===== config.mk =====
export PLATFORM = sky130hd
export DESIGN_NAME = dpram_stream_reader
export DESIGN_NICKNAME = d
export VERILOG_FILES = /design/src/rtl/dpram_rd_pkg.sv /design/src/rtl/dpram_rd_skid.sv /design/src/rtl/dpram_stream_reader.sv
export SDC_FILE = /design/constraint.sdc
export NUM_CORES = 1
export LEC_CHECK = 0
export ABC_AREA = 1
export ABC_CLOCK_PERIOD_IN_PS = 3400
export BUFFER_PORTS_ARGS = -buffer_cell sky130_fd_sc_hd__buf_2
export CELL_PAD_IN_SITES_DETAIL_PLACEMENT = 1
export CELL_PAD_IN_SITES_GLOBAL_PLACEMENT = 1
export CORE_MARGIN = 3
export CORE_UTILIZATION = 39
export DETAILED_ROUTE_END_ITERATION = 12
export GPL_TIMING_DRIVEN = 1
export HOLD_SLACK_MARGIN = 0.08
export PLACE_DENSITY_LB_ADDON = 0.1
export SLEW_MARGIN = 20
export SYNTH_ARGS = -nofsm -noshare
export SYNTH_HDL_FRONTEND = slang
export SYNTH_SLANG_ARGS = --single-unit
export TNS_END_PERCENT = 30

===== constraint.sdc =====
create_clock -name clk -period 3.4 [get_ports clk]
set_clock_uncertainty 0.15 [all_clocks]
set_input_delay 0.51 -clock clk [delete_from_list [all_inputs] [get_ports clk]]
set_output_delay 0.51 -clock clk [all_outputs]
set_load 0.03 [all_outputs]

===== src/rtl/dpram_rd_pkg.sv =====
// Shared types and defaults for the dual-port RAM stream reader.
// Holds the FSM state enum and the width/depth constants.
package dpram_rd_pkg;

  localparam int DATA_W     = 8;
  localparam int ADDR_W     = 6;
  localparam int SKID_DEPTH = 2;
  localparam int OCC_W      = $clog2(SKID_DEPTH + 1);

  typedef enum logic [1:0] {
    IDLE,
    READ,
    DRAIN,
    FINISH
  } state_t;

endpackage


===== src/rtl/dpram_rd_skid.sv =====
// Two-entry skid buffer holding {data, last}; head is always entry 0.
// Ports: clk, rst (sync, high), i_push/i_din, i_pop, o_dout (head), o_occ.
module dpram_rd_skid
  import dpram_rd_pkg::*;
#(
  parameter int W = DATA_W + 1
) (
  input  logic             clk,
  input  logic             rst,
  input  logic             i_push,
  input  logic [W-1:0]     i_din,
  input  logic             i_pop,
  output logic [W-1:0]     o_dout,
  output logic [OCC_W-1:0] o_occ
);

  logic [W-1:0]     r_d0;
  logic [W-1:0]     r_d1;
  logic [OCC_W-1:0] r_cnt;

  always_ff @(posedge clk) begin
    if (rst) begin
      r_d0  <= '0;
      r_d1  <= '0;
      r_cnt <= '0;
    end else begin
      unique case ({i_push, i_pop})
        2'b10: begin
          if (r_cnt == '0) r_d0 <= i_din;
          else             r_d1 <= i_din;
          r_cnt <= r_cnt + OCC_W'(1);
        end
        2'b01: begin
          r_d0  <= r_d1;
          r_cnt <= r_cnt - OCC_W'(1);
        end
        2'b11: begin
          // Simultaneous push/pop: the new word lands behind
          // whatever remains after the head leaves.
          if (r_cnt == OCC_W'(1)) begin
            r_d0 <= i_din;
          end else begin
            r_d0 <= r_d1;
            r_d1 <= i_din;
          end
        end
        default: ;
      endcase
    end
  end

  assign o_dout = r_d0;
  assign o_occ  = r_cnt;

endmodule


===== src/rtl/dpram_stream_reader.sv =====
// Reads len words from the 64x8 DPRAM starting at base_addr and streams
// them out as valid/ready beats, absorbing the 1-cycle RAM read latency.
// Ports: clk, rst (sync, high); start/base_addr/len command; busy, done;
// ram_addr/ram_we/ram_q RAM port; m_valid/m_ready/m_data/m_last stream.
// Option: define DPRAM_RD_PARITY_EN to add m_par (XOR of m_data).
module dpram_stream_reader #(
  parameter int DATA_W = dpram_rd_pkg::DATA_W,
  parameter int ADDR_W = dpram_rd_pkg::ADDR_W
) (
  input  logic              clk,
  input  logic              rst,
  input  logic              start,
  input  logic [ADDR_W-1:0] base_addr,
  input  logic [ADDR_W:0]   len,
  output logic              busy,
  output logic              done,
  output logic [ADDR_W-1:0] ram_addr,
  output logic              ram_we,
  input  logic [DATA_W-1:0] ram_q,
  output logic              m_valid,
  input  logic              m_ready,
  output logic [DATA_W-1:0] m_data,
  output logic              m_last
`ifdef DPRAM_RD_PARITY_EN
  ,
  output logic              m_par
`endif
);

  import dpram_rd_pkg::*;

  state_t            r_state;
  logic              r_busy;
  logic              r_done;
  logic [ADDR_W-1:0] r_addr;
  logic [ADDR_W:0]   r_remain;
  logic              r_inflight;
  logic              r_infl_last;

  logic [OCC_W-1:0]  w_occ;
  logic [DATA_W:0]   w_head;
  logic              w_valid;
  logic              w_pop;
  logic              w_issue;
  logic              w_last_issue;

  assign w_valid = (w_occ != '0);
  assign w_pop   = w_valid & m_ready;

  // A read issued now is pushed next edge, so the buffer must have a
  // free slot for it after this cycle's pop and the pending word land.
  assign w_issue = (r_state == READ) &&
                   ((int'(w_occ) + int'(r_inflight)
                     - int'(w_pop)) < SKID_DEPTH);

  assign w_last_issue = w_issue &&
                        (r_remain == (ADDR_W + 1)'(1));

  always_ff @(posedge clk) begin
    if (rst) begin
      r_state     <= IDLE;
      r_busy      <= 1'b0;
      r_done      <= 1'b0;
      r_addr      <= '0;
      r_remain    <= '0;
      r_inflight  <= 1'b0;
      r_infl_last <= 1'b0;
    end else begin
      r_done      <= 1'b0;
      r_inflight  <= w_issue;
      r_infl_last <= w_last_issue;
      unique case (r_state)
        IDLE: begin
          if (start) begin
            if (len == '0) begin
              r_state <= FINISH;
              r_done  <= 1'b1;
            end else begin
              r_state  <= READ;
              r_busy   <= 1'b1;
              r_addr   <= base_addr;
              r_remain <= len;
            end
          end
        end
        READ: begin
          if (w_issue) begin
            r_addr   <= r_addr + ADDR_W'(1);
            r_remain <= r_remain - (ADDR_W + 1)'(1);
            if (w_last_issue) r_state <= DRAIN;
          end
        end
        DRAIN: begin
          if (w_pop && w_head[0]) begin
            r_state <= FINISH;
            r_busy  <= 1'b0;
            r_done  <= 1'b1;
          end
        end
        FINISH: begin
          r_state <= IDLE;
        end
        default: r_state <= IDLE;
      endcase
    end
  end

  dpram_rd_skid #(
    .W(DATA_W + 1)
  ) u_skid (
    .clk   (clk),
    .rst   (rst),
    .i_push(r_inflight),
    .i_din ({ram_q, r_infl_last}),
    .i_pop (w_pop),
    .o_dout(w_head),
    .o_occ (w_occ)
  );

  assign busy     = r_busy;
  assign done     = r_done;
  assign ram_addr = r_addr;
  assign ram_we   = 1'b0;
  assign m_valid  = w_valid;
  assign m_data   = w_head[DATA_W:1];
  assign m_last   = w_head[0] & w_valid;

`ifdef DPRAM_RD_PARITY_EN
  assign m_par = ^m_data;
`endif

endmodule


==> results of run 1 <==
[power groups by stage]
stage / registers [uW] / logic, uW / clock network [uW]
after floorplan: 781 / 1010 / 0
after detailed placement: 742 / 1270 / 0
after global routing: 756 / 1420 / 339
final: 730 / 1250 / 307
after CTS: 734 / 1270 / 319
after global placement: 738 / 1240 / 0
[metrics by stage]
stage | worst slack [ns] | power (uW) | std cells | hold WS (ns) | instance area (sq um)
floorplan | 0.6937 | 1792 | 318 | 0.3043 | 2282
global placement | 0.5511 | 1974 | 411 | 0.3177 | 2450
detailed placement | 0.4450 | 2009 | 411 | 0.3265 | 2450
CTS | 0.4355 | 2328 | 419 | 0.3204 | 2534
global route | 0.1761 | 2519 | 419 | 0.3258 | 2534
finish | 0.4722 | 2292 | 419 | 0.3283 | 2534
[layout make-up]
class	instances	area, sq um
sequential	39	780.7
inverter	36	135.1
tap	72	90.09
multi-input combinational	221	1226
fill	759	3040
clock inverter	3	15.01
timing repair buffer	43	217.7
clock buffer	5	68.82
[state kept, by name (all words and copies together), names as in the netlist]
signal,cells
u_skid.o_dout,9
u_skid.r_d1,9
r_remain,7
ram_addr,6
r_state,2
u_skid.o_occ,2
busy,1
done,1
r_infl_last,1
r_inflight,1
[worst max-delay path, cell delays in order (launching register included)]
cell     delay, ns
dfxtp_1       0.41
inv_1         0.14
ha_1          0.23
inv_2         0.11
nand2_4       0.09
nor2_4        0.17
nor2_1        0.09
nor2_1        0.09
inv_1         0.07
fa_1          0.40
xnor2_1       0.14
nand2_1       0.12
nand3_4       0.18
nand2_4       0.17
o21ai_0       0.21
nor2_1        0.05
[worst max path at each step]
| stage | start | to | cells past startpoint |
|---|---|---|---|
| floorplan | u_skid.o_occ[1] | r_remain[5] | 16 |
| global placement | u_skid.o_occ[1] | ram_addr[4] | 15 |
| detailed placement | u_skid.o_occ[1] | ram_addr[4] | 15 |
| CTS | u_skid.o_occ[1] | ram_addr[4] | 15 |
| global route | u_skid.o_occ[1] | r_remain[6] | 16 |
| finish | u_skid.o_occ[1] | ram_addr[4] | 15 |
[cell usage after synthesis, types with 2 or more instances]
| master | count | area (sq um) |
|---|---|---|
| inv_1 | 30 | 112.6 |
| inv_2 | 5 | 18.77 |
| clkbuf_1 | 3 | 11.26 |
| a21oi_1 | 26 | 130.1 |
| xnor2_1 | 2 | 17.52 |
| nor2_1 | 28 | 105.1 |
| nand2_1 | 55 | 206.5 |
| nand3b_1 | 3 | 22.52 |
| xor2_1 | 2 | 17.52 |
| dfxtp_1 | 39 | 780.8 |
| mux2i_1 | 2 | 20.02 |
| nand2_2 | 9 | 56.30 |
| nor2_2 | 2 | 12.51 |
| ha_1 | 9 | 112.6 |
| buf_4 | 10 | 75.07 |
| buf_2 | 7 | 35.03 |
| o21ai_0 | 38 | 190.2 |
| nand3_1 | 23 | 115.1 |
| nand2_4 | 2 | 22.52 |
| a21oi_2 | 8 | 70.07 |
| nor4_1 | 2 | 12.51 |
[metal layers]
metal | part of all wire | global-route usage | vias to the layer above
li1 | - | - | 1074
met1 | 0.49 | 0.2343 | 913
met2 | 0.46 | 0.2821 | 34
met3 | 0.040 | 0.03145 | 7
met4 | 0.012 | 0.04412 | 0
met5 | 0 | 0 | -
[logic make-up after synthesis]
kind of cell / Yosys count / share of synthesized area
AOI/OAI and AO/OA: 76 / 0.1891
adders and majority gates: 10 / 0.05812
muxes: 2 / 0.008772
xor gates and xnor gates: 4 / 0.01535
DFF: 39 / 0.3421
buffers and inverters: 58 / 0.1206
and+or+nand+nor: 128 / 0.2643
other: 1 / 0.001643
==> impl_results.md, run 1 <==
* Commonest non-fill, non-tap cell in the layout: nand2_1
* CTS tree: done
* CP arrival at 2.96 ns
* Endpoints failing setup at 0
* Hold Path Class: in2reg
* Post-synth top flop: dfxtp_1
* Worst r2r path cells at 15
* Cts repair resizes at 0
* Sequential power share at 0.319
* Vias per cell at 4.840
* Max Cap Violations at 0
* Row cnt at 27
* Routed length per instance at 12.87 um
* Final worst path period share at 0.8611
* Syn Area/Cell at 7.177 sq um
* Combinational Power Share at 0.547
* R2R Path End: ram_addr[4]
* Routed Antenna Nets at 0
* Die width at 82.50 um
* Share of layout cells above drive strength 1 at 0.2363
* Peak VDD IR at 0.3198 mV
* Post-CTS Hold Buffers at 0
* Crit start category: flip-flop
* DRT iter0 DRCs at 42
* Worst-path clk slew at 0.08 ns
* Area growth syn-to-layout at 11.02%
* Async set or reset register ratio after synthesis at 0
* Initial core utilization at 0.4094
* Netlist cell types at 34
* RSZ-0062 raised after global routing: no
* Cell count of the worst hold path at 3
* Via count at 2028
* DR pass1 iterations at 4
* IO buf count at 42
* DRT Wirelength at 5391 um
* # IOs at 44
* HP Start: ram_q[6]
* Status: finished clean
* Die Area at 6805 sq um
* Clk buf depth at 2
* Die Height at 82.50 um
* EDFF count, synth at 0
* Core area at 5574 sq um
* Routability cong. at 0.8072
* Fin crit period at 2.928 ns
* Clock share of power at 0.134
* First-pass GRT wire length at 9149 um
* H-tree depth at 2
* Data required, critical path at 3.44 ns
* Fin. Hold Viols at 0
* TNS Setup at 0 ns
* Clk root buf: clkbuf_8
* Ys Warns at 0
* Reg2Reg Setup Slack at 0.47 ns
* Post-synthesis cell count at 318
* Initial antenna violation count at 0
* Seq/Total Area, Yosys at 0.3421
* Pint at 1151 uW
* F_max at 341.6 MHz
* Worst relative slew slack at 0.5420
* CTS Buf Count at 5
* Crit end category: flip-flop
* Net switching power at 1141 uW
* PwrDens at 904.5 nW/um^2
* CTS sink cnt at 39
* Hpwl dp at 4135 um
* Max-slew violation count at 0
* Post-Syn Area at 2282 sq um
* Grt total ovfl at 0
* DRC viols at 0
* Setup Fix Bufs, Post-CTS at 0
* Net Sw Frac at 0.4978
* WHS Endpoint: u_skid.r_d1[7]
* Critical Path Fanout Max at 15
* Setup CP Type: reg2reg
* Most frequent cells in the layout: 55 x nand2_1, 42 x buf_2, 39 x dfxtp_1, 38 x o21ai_0, 30 x inv_1
* Antenna diode count at 0
* Gr usage total at 0.1727
* Lkg Pwr at 0.001192 uW
* Vias in the first global route at 1994
* Pin count of the biggest net entering global routing at 25
* Slew @ Worst Pin at 0.6863 ns
* Worst r2r src: u_skid.o_occ[1]
* Syn Nets at 353
* # nets final at 381
* Seq cells post-synth at 39
* Clock latency on the worst-skew pair at 0.29 ns
* Final Util at 0.4545
Note: power is estimated with default switching activity, not from simulation.
==> run 2, diff against run 1 <==
--- a/config.mk
+++ b/config.mk
@@ -20,4 +20,5 @@
 export SYNTH_ARGS = -nofsm -noshare
 export SYNTH_HDL_FRONTEND = slang
+export SYNTH_HIERARCHICAL = 1
 export SYNTH_SLANG_ARGS = --single-unit
 export TNS_END_PERCENT = 30
--- a/constraint.sdc
+++ b/constraint.sdc
@@ -3,3 +3,3 @@
 set_input_delay 0.51 -clock clk [delete_from_list [all_inputs] [get_ports clk]]
 set_output_delay 0.51 -clock clk [all_outputs]
-set_load 0.03 [all_outputs]
+set_load 0.02 [all_outputs]
==> run 2 against run 1 <==
  * Total power rose by 32%
  * Fmax rose by 14%
  * Routed wire length rose by 23%
  * Synthesized cell count rose by 21%
  * Setup slack improved by 0.37 ns
==> impl_results.md, run 2 <==
* Share of layout cells above drive strength 1 at 0.1869
* TNS Setup at 0 ns
* Crit end category: flip-flop
* Area share of the largest cell type after synthesis at 0.3118
* Post-synth top cells: 95 x nand2_1, 83 x nor2_1, 39 x dfxtp_1
* Worst-path clk slew at 0.09 ns
* DRT iter0 DRCs at 42
* Slew @ Worst Pin at 0.5596 ns
* Post-CTS Hold Buffers at 0
* DR pass1 iterations at 5
* HP Start: ram_q[1]
* Clk root buf: clkbuf_8
* Max-slew violation count at 0
* Multi-input gate area at 1494 sq um
* Worst path slowest cell: fa_1
* Initial core utilization at 0.4131
* Core area at 6061 sq um
* Top-count cell post-synth: nand2_1
* Seq cells post-synth at 39
* Most frequent cells in the layout: 95 x nand2_1, 83 x nor2_1, 42 x buf_2, 39 x dfxtp_1, 38 x inv_1
* Hpwl dp at 4971 um
* Post-Syn Area at 2504 sq um
* First-pass GRT wire length at 11590 um
* RSZ-0062 raised after global routing: no
* WP buf/inv at 0
* Post-synth top flop: dfxtp_1
* Via count at 2474
* Lkg Pwr at 0.001476 uW
* IO buf count at 42
* Post-synthesis cell count at 385
* Syn Area/Cell at 6.503 sq um
* Ys Warns at 6
* # IOs at 44
* Synth area leaders: dfxtp_1 31%, nand2_1 14%, nor2_1 12%
* Setup Fix Bufs, Post-CTS at 0
* Initial antenna violation count at 0
* H-tree depth at 2
* Fillers at 852
* Netlist cell types at 33
* Hold WS at 0.3087 ns
* Antenna diode count at 0
* Final worst path period share at 0.7531
* Endpoints failing setup at 0
* # nets final at 465
* Vias in the first global route at 2433
* Clock latency on the worst-skew pair at 0.30 ns
* Grt total ovfl at 0
* EDFF count, synth at 0
* Data required, critical path at 3.45 ns
* Max Cap Violations at 0
* Setup CP Type: reg2reg
* Most Frequent Cell on Critical Path: nand2_1
* Routed Antenna Nets at 0
* Pin count of the biggest net entering global routing at 19
* Post-route cell area at 2870 sq um
* Yosys top cell by area: dfxtp_1
* CP delay by family, top: compound AO/OA/AOI/OAI gates
* Vias per cell at 4.918
* Reg2Reg Setup Slack at 0.84 ns
* Register area at 780.7 sq um
* Row cnt at 28
* Syn Nets at 423
* CTS Buf Count at 5
* DRC viols at 0
* Peak VDD IR at 0.3513 mV
* Fin crit period at 2.561 ns
* DRT Wirelength at 6630 um
* Cell count of the worst hold path at 3
* CTS sink cnt at 39
* Hold Path Class: in2reg
* Die Area at 7417 sq um
* Critical Path Fanout Max at 7
* Worst r2r src: u_skid/o_occ[0]
* Gr usage total at 0.1929
* Placement-stage cell area at 2758 sq um
* Fin. Hold Viols at 0
* Async set or reset register ratio after synthesis at 0
* Worst relative slew slack at 0.6269
* Commonest non-fill, non-tap cell in the layout: nand2_1
* PwrDens at 1057 nW/um^2
* Die width at 86.12 um
* CP arrival at 2.61 ns
* CP Cell Sequence: o21a_1 > nand2_1 > o21ai_0 > nand2_1 > fa_1 > nand3_4 > a21oi_2 > nand3_1 > nand2_1 > nor2_1
* R2R Path End: r_remain[4]
* Routed length per instance at 13.18 um
* WHS Endpoint: u_skid/r_d1[2]
* CP max stage delay at 0.56 ns
* Crit start category: flip-flop
* Routability cong. at 0.8327
* Cts repair resizes at 0
* Die Height at 86.12 um
* Seq/Total Area, Yosys at 0.3118
* F_max at 390.5 MHz
* Clk buf depth at 2
* Worst r2r path cells at 10
* Status: finished clean
* CTS tree: done
* Area growth syn-to-layout at 14.64%
[run 2: report_power, final]
part | total, uW | switching, uW | internal, uW | leakage (uW)
Sequential | 824 | 171 | 653 | 0.000320
Clock | 402 | 183 | 219 | 0.0000581
Combinational | 1810 | 1160 | 647 | 0.00110
[run 2: worst max path at each step]
stage,start,end,slack [ns],cells after the start
floorplan,m_ready,r_state[0],1.16,12
global placement,m_ready,ram_addr[1],0.90,11
detailed placement,m_ready,ram_addr[3],0.78,12
CTS,u_skid/o_occ[0],ram_addr[3],0.83,11
global route,u_skid/o_occ[0],ram_addr[3],0.66,11
finish,u_skid/o_occ[0],r_remain[4],0.84,10
[run 2: kinds of logic (layout without fill, tap and decap cells)]
group | Yosys count | count (layout) | share of synthesized area
AOI/OAI and AO/OA | 27 | 27 | 0.06397
xor gates and xnor gates | 3 | 3 | 0.01050
adders and majority gates | 13 | 13 | 0.06796
buffers and inverters | 53 | 96 | 0.09145
DFF | 39 | 39 | 0.3118
muxes | 1 | 1 | 0.003998
other | 1 | 1 | 0.001498
and+or+nand+nor | 248 | 248 | 0.4488
[run 2: final cells by class]
cell class / count / share of cell area
multi-input combinational: 293 / 0.5205
clock buffer: 5 / 0.02398
clock inverter: 3 / 0.01526
inverter: 45 / 0.05972
sequential: 39 / 0.2720
timing repair buffer: 43 / 0.07585
tap: 75 / 0.03269
[run 2: tightest hold or removal path, delay by kind of cell]
kind            cells  cell delay, ns
compound gates      1            0.06
buf+inv             1            0.09
simple gates        1            0.07
[run 2: metal layers]
metal	global-route usage	share of wire	vias to the layer above	routed length, um
li1	-	-	1288	-
met1	0.2504	0.47	1152	3143
met2	0.3350	0.49	30	3251
met3	0.03554	0.031	4	203
met4	0.03453	0.0047	0	31
met5	0	0	-	0
[run 2: metrics by stage]
stage | instances | worst slack, ns | total power (uW) | utilization
floorplan | 385 | 1.160 | 2240 | -
global placement | 495 | 0.9049 | 2591 | 0.4550
detailed placement | 495 | 0.7792 | 2662 | 0.4550
CTS | 503 | 0.8265 | 3090 | 0.4736
global route | 503 | 0.6634 | 3376 | 0.4736
finish | 503 | 0.8395 | 3033 | 0.4736
